--- src/rtl/ctrl_bus_owner_arb_pkg.sv ---
`default_nettype none
// ============================================================================
// Module      : ctrl_bus_owner_arb_pkg
// Description : Shared types for the SCL/SDA bus-ownership arbiter.
// Revision    : 1.0 - initial release
// ============================================================================
package ctrl_bus_owner_arb_pkg;

    // Which controller engine currently owns the physical SCL/SDA pair
    typedef enum logic {
        OwnerActive  = 1'b0,
        OwnerStandby = 1'b1
    } bus_owner_e;

    // Handoff sequencer states
    typedef enum logic [1:0] {
        OWN       = 2'd0,
        DRAIN     = 2'd1,
        WAIT_FREE = 2'd2,
        SWITCH    = 2'd3
    } arb_state_e;

endpackage : ctrl_bus_owner_arb_pkg
`default_nettype wire

--- src/rtl/ctrl_bus_owner_arb_bus_free_detector.sv ---
`default_nettype none
// ============================================================================
// Module      : ctrl_bus_owner_arb_bus_free_detector
// Description : Counts consecutive cycles with SCL and SDA both high and flags
//               the cycle in which the count reaches the bus-free threshold.
// Revision    : 1.0 - initial release
// ============================================================================
module ctrl_bus_owner_arb_bus_free_detector #(
    parameter int IDLE_CNT_WIDTH = 16
) (
    input  logic                      clk_i,
    input  logic                      rst_i,
    input  logic                      clear_i,
    input  logic                      bus_scl_i,
    input  logic                      bus_sda_i,
    input  logic [IDLE_CNT_WIDTH-1:0] t_idle_i,
    output logic                      bus_free_o
);

    localparam logic [IDLE_CNT_WIDTH-1:0] c_cnt_max = '1;

    logic [IDLE_CNT_WIDTH-1:0] idle_q;
    logic [IDLE_CNT_WIDTH-1:0] idle_d;
    logic [IDLE_CNT_WIDTH-1:0] w_thresh;

    // Next idle count (saturating) and threshold compare; a zero threshold acts as one
    always_comb begin
        w_thresh = (t_idle_i == '0) ? IDLE_CNT_WIDTH'(1) : t_idle_i;
        if (bus_scl_i && bus_sda_i) begin
            idle_d = (idle_q == c_cnt_max) ? idle_q : idle_q + 1'b1;
        end else begin
            idle_d = '0;
        end
        bus_free_o = !clear_i && (idle_d >= w_thresh);
    end

    // Idle counter register; held at zero whenever the sequencer is not waiting
    always_ff @(posedge clk_i) begin
        if (rst_i || clear_i) begin
            idle_q <= '0;
        end else begin
            idle_q <= idle_d;
        end
    end

endmodule : ctrl_bus_owner_arb_bus_free_detector
`default_nettype wire

--- src/rtl/ctrl_bus_owner_arb.sv ---
`default_nettype none
// ============================================================================
// Module      : ctrl_bus_owner_arb
// Description : Arbitrates the single SCL/SDA pad pair between the active and
//               standby controller engines with a sequenced, drain-first
//               ownership handoff and an optional abort timeout.
// Revision    : 1.0 - initial release
// ============================================================================
module ctrl_bus_owner_arb
    import ctrl_bus_owner_arb_pkg::*;
#(
    parameter int IDLE_CNT_WIDTH = 16
) (
    input  logic                      clk_i,
    input  logic                      rst_i,
    input  logic                      handoff_req_i,
    input  logic                      handoff_tgt_i,
    input  logic                      act_scl_i,
    input  logic                      act_sda_i,
    input  logic                      sby_scl_i,
    input  logic                      sby_sda_i,
    input  logic                      act_busy_i,
    input  logic                      sby_busy_i,
    input  logic                      bus_scl_i,
    input  logic                      bus_sda_i,
    input  logic [IDLE_CNT_WIDTH-1:0] t_idle_i,
    input  logic [IDLE_CNT_WIDTH-1:0] t_timeout_i,
    output logic                      bus_scl_o,
    output logic                      bus_sda_o,
    output logic                      act_en_o,
    output logic                      sby_en_o,
    output logic                      owner_o,
    output logic                      handoff_busy_o,
    output logic                      handoff_done_o,
    output logic                      handoff_err_o
);

    localparam logic [IDLE_CNT_WIDTH-1:0] c_cnt_max = '1;

    arb_state_e                state_q, state_d;
    bus_owner_e                owner_q, owner_d;
    bus_owner_e                tgt_q, tgt_d;
    logic                      act_en_q, act_en_d;
    logic                      sby_en_q, sby_en_d;
    logic                      done_q, done_d;
    logic                      err_q, err_d;
    logic                      scl_q, scl_d;
    logic                      sda_q, sda_d;
    logic [IDLE_CNT_WIDTH-1:0] to_q, to_d;

    logic                      w_bus_free;
    logic                      w_old_busy;
    logic                      w_to_hit;
    logic [IDLE_CNT_WIDTH-1:0] w_to_inc;

    ctrl_bus_owner_arb_bus_free_detector #(
        .IDLE_CNT_WIDTH (IDLE_CNT_WIDTH)
    ) u_bus_free (
        .clk_i      (clk_i),
        .rst_i      (rst_i),
        .clear_i    (state_q != WAIT_FREE),
        .bus_scl_i  (bus_scl_i),
        .bus_sda_i  (bus_sda_i),
        .t_idle_i   (t_idle_i),
        .bus_free_o (w_bus_free)
    );

    // Handoff sequencer next-state: drain old owner, wait for idle bus, one released cycle
    always_comb begin
        state_d    = state_q;
        owner_d    = owner_q;
        tgt_d      = tgt_q;
        act_en_d   = act_en_q;
        sby_en_d   = sby_en_q;
        done_d     = 1'b0;
        err_d      = 1'b0;
        to_d       = '0;
        w_old_busy = (owner_q == OwnerStandby) ? sby_busy_i : act_busy_i;
        w_to_inc   = (to_q == c_cnt_max) ? to_q : to_q + 1'b1;
        w_to_hit   = (t_timeout_i != '0) && (w_to_inc >= t_timeout_i);

        case (state_q)
            OWN: begin
                if (handoff_req_i) begin
                    if (bus_owner_e'(handoff_tgt_i) == owner_q) begin
                        done_d = 1'b1;
                    end else begin
                        tgt_d   = bus_owner_e'(handoff_tgt_i);
                        state_d = DRAIN;
                    end
                end
            end
            DRAIN: begin
                to_d = w_to_inc;
                // Timeout beats a same-cycle end of the old owner's transfer
                if (w_to_hit) begin
                    err_d    = 1'b1;
                    state_d  = OWN;
                    act_en_d = (owner_q == OwnerActive);
                    sby_en_d = (owner_q == OwnerStandby);
                end else if (!w_old_busy) begin
                    act_en_d = 1'b0;
                    sby_en_d = 1'b0;
                    state_d  = WAIT_FREE;
                end
            end
            WAIT_FREE: begin
                to_d = w_to_inc;
                // Reaching the bus-free threshold beats a same-cycle timeout
                if (w_bus_free) begin
                    state_d = SWITCH;
                end else if (w_to_hit) begin
                    err_d    = 1'b1;
                    state_d  = OWN;
                    act_en_d = (owner_q == OwnerActive);
                    sby_en_d = (owner_q == OwnerStandby);
                end
            end
            SWITCH: begin
                owner_d  = tgt_q;
                act_en_d = (tgt_q == OwnerActive);
                sby_en_d = (tgt_q == OwnerStandby);
                done_d   = 1'b1;
                state_d  = OWN;
            end
            default: begin
                state_d = OWN;
            end
        endcase
    end

    // Pad drive: released in SWITCH, otherwise the owner's drive only while it is enabled
    always_comb begin
        if (state_q == SWITCH) begin
            scl_d = 1'b1;
            sda_d = 1'b1;
        end else if (owner_q == OwnerStandby) begin
            scl_d = sby_en_q ? sby_scl_i : 1'b1;
            sda_d = sby_en_q ? sby_sda_i : 1'b1;
        end else begin
            scl_d = act_en_q ? act_scl_i : 1'b1;
            sda_d = act_en_q ? act_sda_i : 1'b1;
        end
    end

    // State, ownership, pulse and pad registers
    always_ff @(posedge clk_i) begin
        if (rst_i) begin
            state_q  <= OWN;
            owner_q  <= OwnerActive;
            tgt_q    <= OwnerActive;
            act_en_q <= 1'b1;
            sby_en_q <= 1'b0;
            done_q   <= 1'b0;
            err_q    <= 1'b0;
            scl_q    <= 1'b1;
            sda_q    <= 1'b1;
            to_q     <= '0;
        end else begin
            state_q  <= state_d;
            owner_q  <= owner_d;
            tgt_q    <= tgt_d;
            act_en_q <= act_en_d;
            sby_en_q <= sby_en_d;
            done_q   <= done_d;
            err_q    <= err_d;
            scl_q    <= scl_d;
            sda_q    <= sda_d;
            to_q     <= to_d;
        end
    end

    assign bus_scl_o      = scl_q;
    assign bus_sda_o      = sda_q;
    assign act_en_o       = act_en_q;
    assign sby_en_o       = sby_en_q;
    assign owner_o        = owner_q;
    assign handoff_busy_o = (state_q != OWN);
    assign handoff_done_o = done_q;
    assign handoff_err_o  = err_q;

endmodule : ctrl_bus_owner_arb
`default_nettype wire

--- config.mk ---
export PLATFORM = sky130hd
export DESIGN_NAME = ctrl_bus_owner_arb
export DESIGN_NICKNAME = d
export VERILOG_FILES = /design/src/rtl/ctrl_bus_owner_arb_pkg.sv /design/src/rtl/ctrl_bus_owner_arb_bus_free_detector.sv /design/src/rtl/ctrl_bus_owner_arb.sv
export SDC_FILE = /design/constraint.sdc
export NUM_CORES = 1
export LEC_CHECK = 0
export ABC_AREA = 1
export CAP_MARGIN = 20
export CORE_MARGIN = 3
export CORE_UTILIZATION = 40
export CTS_BUF_LIST = sky130_fd_sc_hd__clkbuf_8
export CTS_CLUSTER_DIAMETER = 80
export DETAILED_ROUTE_END_ITERATION = 10
export PLACE_DENSITY = 0.66
export SKIP_LAST_GASP = 1
export SLEW_MARGIN = 20
export SYNTH_ARGS = -nofsm -noshare
export SYNTH_HDL_FRONTEND = slang
export SYNTH_SLANG_ARGS = --single-unit
--- constraint.sdc ---
create_clock -name clk_i -period 2.7 [get_ports clk_i]
set_input_delay 0.405 -clock clk_i [delete_from_list [all_inputs] [get_ports clk_i]]
set_output_delay 0.405 -clock clk_i [all_outputs]
set_load 0.02 [all_outputs]
==> results of run 1 <==
[layout by cell type (no fill, tap or decap), drive strengths merged]
cell | netlist | routed
nor2 | 55 | 55
xnor2 | 3 | 3
a41o | 1 | 1
nor3 | 28 | 28
buf | 3 | 77
nand3 | 25 | 25
ha | 38 | 38
o21ai | 9 | 9
a21oi | 34 | 34
o221ai | 1 | 1
nand2 | 104 | 104
clkinvlp | 0 | 1
dfxtp | 42 | 42
clkbuf | 5 | 5
o32ai | 2 | 2
a21o | 1 | 1
a31oi | 2 | 2
xor2 | 15 | 15
nor4 | 14 | 14
inv | 98 | 99
clkinv | 1 | 2
or2 | 2 | 2
o22ai | 1 | 1
a211oi | 8 | 8
clkdlybuf4s50 | 0 | 51
nand4 | 12 | 12
[per-layer routing]
metal  part of all wire  global-route usage
met3              0.038              0.0266
met5                  0                   0
met2               0.50               0.330
met1               0.45               0.236
met4              0.015              0.0525
[final cells by class]
cell class | instances | area (um^2)
Sequential cell | 42 | 851
Clock buffer | 5 | 68.8
Fill cell | 758 | 3320
Timing Repair Buffer | 128 | 1110
Tap cell | 105 | 131
Clock inverter | 3 | 25.0
Multi-Input combinational cell | 355 | 2450
Inverter | 99 | 377
[power by group through the flow]
stage	clock, W	combinational, W	sequential, W
finish	0.000437	0.000633	0.000693
global route	0.000474	0.000709	0.000698
CTS	0.000453	0.000619	0.000692
detailed placement	0	0.000594	0.000705
global placement	0	0.000588	0.000702
floorplan	0	0.000334	0.000731
[flip-flops by register name, indices dropped and copies added, names as in the netlist]
signal and count:
to_q 16, u_bus_free.idle_q 16, state_q 2, act_en_o 1, bus_scl_o 1, bus_sda_o 1, handoff_done_o 1, handoff_err_o 1
owner_o 1, sby_en_o 1, tgt_q 1
[kinds of logic (layout without fill, tap and decap cells)]
group,after synthesis,after routing,share of synthesized area
AND/OR/NAND/NOR,240,240,0.352
buffers and inverters,107,235,0.120
AO/OA/AOI/OAI,59,59,0.103
flip-flops,42,42,0.242
adder cells (fa/ha/maj),38,38,0.137
XOR/XNOR,18,18,0.0454
[stage by stage]
stage	area [um^2]	total power, W	worst slack, ns	std cells	TNS, ns
6_report	5020	0.00176	-0.137	737	-0.455
5_1_grt	5020	0.00188	-0.384	737	-1.61
4_1_cts	4820	0.00176	-0.234	735	-0.894
3_5_place_dp	4590	0.00130	-0.302	719	-1.30
3_3_place_gp	4590	0.00129	-0.272	719	-1.14
2_1_floorplan	3470	0.00107	0.0171	504	0
[worst max path at each step]
stage                                         start                       to  slack [ns]  depth (start not counted)
finish              u_bus_free.idle_q[1]$_SDFF_PP0_    act_en_o$_SDFFE_PP1P_       -0.14                         18
global route        u_bus_free.idle_q[1]$_SDFF_PP0_    act_en_o$_SDFFE_PP1P_       -0.38                         18
CTS                 u_bus_free.idle_q[0]$_SDFF_PP0_    act_en_o$_SDFFE_PP1P_       -0.23                         23
detailed placement  u_bus_free.idle_q[1]$_SDFF_PP0_    sby_en_o$_SDFFE_PP0P_       -0.30                         23
global placement    u_bus_free.idle_q[0]$_SDFF_PP0_    sby_en_o$_SDFFE_PP0P_       -0.27                         23
floorplan                        to_q[0]$_SDFF_PP0_  state_q[1]$_SDFFE_PP0P_        0.02                         24
[worst max-delay path, delay by kind of cell, from the launching register on]
| kind | cells | cell delay [ns] |
|---|---|---|
| buf+inv | 4 | 0.38 |
| simple gates | 10 | 1.21 |
| fa+ha+maj | 2 | 0.46 |
| flops | 1 | 0.37 |
| compound gates | 2 | 0.34 |
[what timing repair did]
action                     4_1_cts  5_1_grt
gates resized for setup         20       47
pin swaps                       10       28
setup buffers                    8        2
setup endpoints to repair        5        5
==> metrics.txt, run 1 <==
HP Class register to register; slowest CP cell dfxtp_2; CTS tree built; Initial DRT Pass Iterations 4; Combinational Power Share 0.359; initial antenna violation count 0; Clock Tree Buf Depth 2; DR WL/cell 12.3 um; Port-buffer cells 51; H-tree Lvls 2; first-pass GRT wire length 15.2 mm; Crit Path Max Fanout 9; IO Pins 52; Max Slew Vio Count 0; Main synth FF type dfxtp_1; Yosys top cell by area dfxtp_1; Worst R2R Start u_bus_free.idle_q[1]$_SDFF_PP0_; status finished with violations; pin count of the biggest net entering global routing 17; Final Hold Fails 0; hold_sp act_en_o$_SDFFE_PP1P_; DR vias/cell between 5 and 6; Synth top cells by count nand2_1, inv_1, nor2_1, dfxtp_1, ha_1; worst vdd ir about 290 uV; post-synthesis sequential area ratio 0.242; post-route ant nets 0; vias in the first global route roughly 3600; post-synth net total around 590; most frequent CP cell nand2_1; Leakage 2.40 nW; r2r setup slk -0.14 ns; share of cells above drive strength 1 0.283; WP data required 2.95 ns; area growth from synthesis to layout 44.5%; pwr dens between 300 and 400 nW/um^2; Diodes inserted 0; violated checks negative setup slack; gr ovfl total 0; die area around 9800 um^2; Reg clk slew, reported paths roughly 0.10 ns; max-cap violations 0; r2r worst-path depth 18; register bit count reported by yosys 42; CP Cell Sequence ha_4, nand3_4, buf_4, or2_4, nor2_4, inv_4, a21oi_1, ha_1, nand2_1, inv_1, o21ai_0, nand2_1, nor2_2, nand4_1, nand2_1, buf_4, nand4_1, nand3_1; total number of vias around 3700; synth unique cells 38; Site Rows 33; CP Capture Type register; unrepaired setup endpoints after global routing true; most common cell in the netlist nand2_1; Final #Nets between 700 and 800; routability cong. 0.957; Post-synth EDFFs 0; Die Y just under 100 um; WL final 9.09 mm; synth top area cells dfxtp_1, ha_1, nand2_1; P_sw about 0.00064 W; critical path's largest stage delay roughly 0.37 ns; area share of the largest cell type after synthesis 0.242; WS Path Type register to register; Hold Buf Count CTS 0; slew margin rel. 0.555; Final Setup Violations 5; Setup Skew between 0.01 and 0.015 ns; Startpoint Class register; R2R Path End act_en_o$_SDFFE_PP1P_; Post-synth ARST share 0; Setup WS post-layout -0.137 ns; crit share post-route 1.05; Inserted Clock Buffers 5; DRT iter0 DRCs ~130; Syn Area/Cell between 6 and 7 um^2; DP Wirelength around 7.2 mm; fin crit period 2.84 ns; Cell Area, Synth ~3500 um^2; clock share of power 0.248; Clk Latency, worst-skew pair between 0.3 and 0.4 ns; die width slightly below 100 um; worst slew pin tran between 0.6 and 0.7 ns; hold endpoint act_en_o$_SDFFE_PP1P_; Residual DRC 0; Yosys warning total 0; root buffer cell clkbuf_8; Seq pwr share 0.393; internal power 0.00112 W; core area around 8300 um^2; final core utilization 0.601; f_max 352 MHz; Switching Fraction 0.361; critical path data arrival time about 3.1 ns; Min-Delay Path Depth 2; worst hold slack 0.507 ns; starting density of the core 0.416; TritonCTS Sinks 42; GR Util All Layers 0.186; Syn Inst Count between 500 and 600
(Power assumes the default switching activity.)
==> inputs of run 2 (changes only) <==
--- a/config.mk
+++ b/config.mk
@@ -12,6 +12,7 @@
 export CTS_BUF_LIST = sky130_fd_sc_hd__clkbuf_8
 export CTS_CLUSTER_DIAMETER = 80
 export DETAILED_ROUTE_END_ITERATION = 10
+export HOLD_SLACK_MARGIN = 0.02
 export PLACE_DENSITY = 0.66
 export SKIP_LAST_GASP = 1
 export SLEW_MARGIN = 20
==> results of run 2 <==
Same layout as run 1: the final DEF is identical, and so are final timing and power.
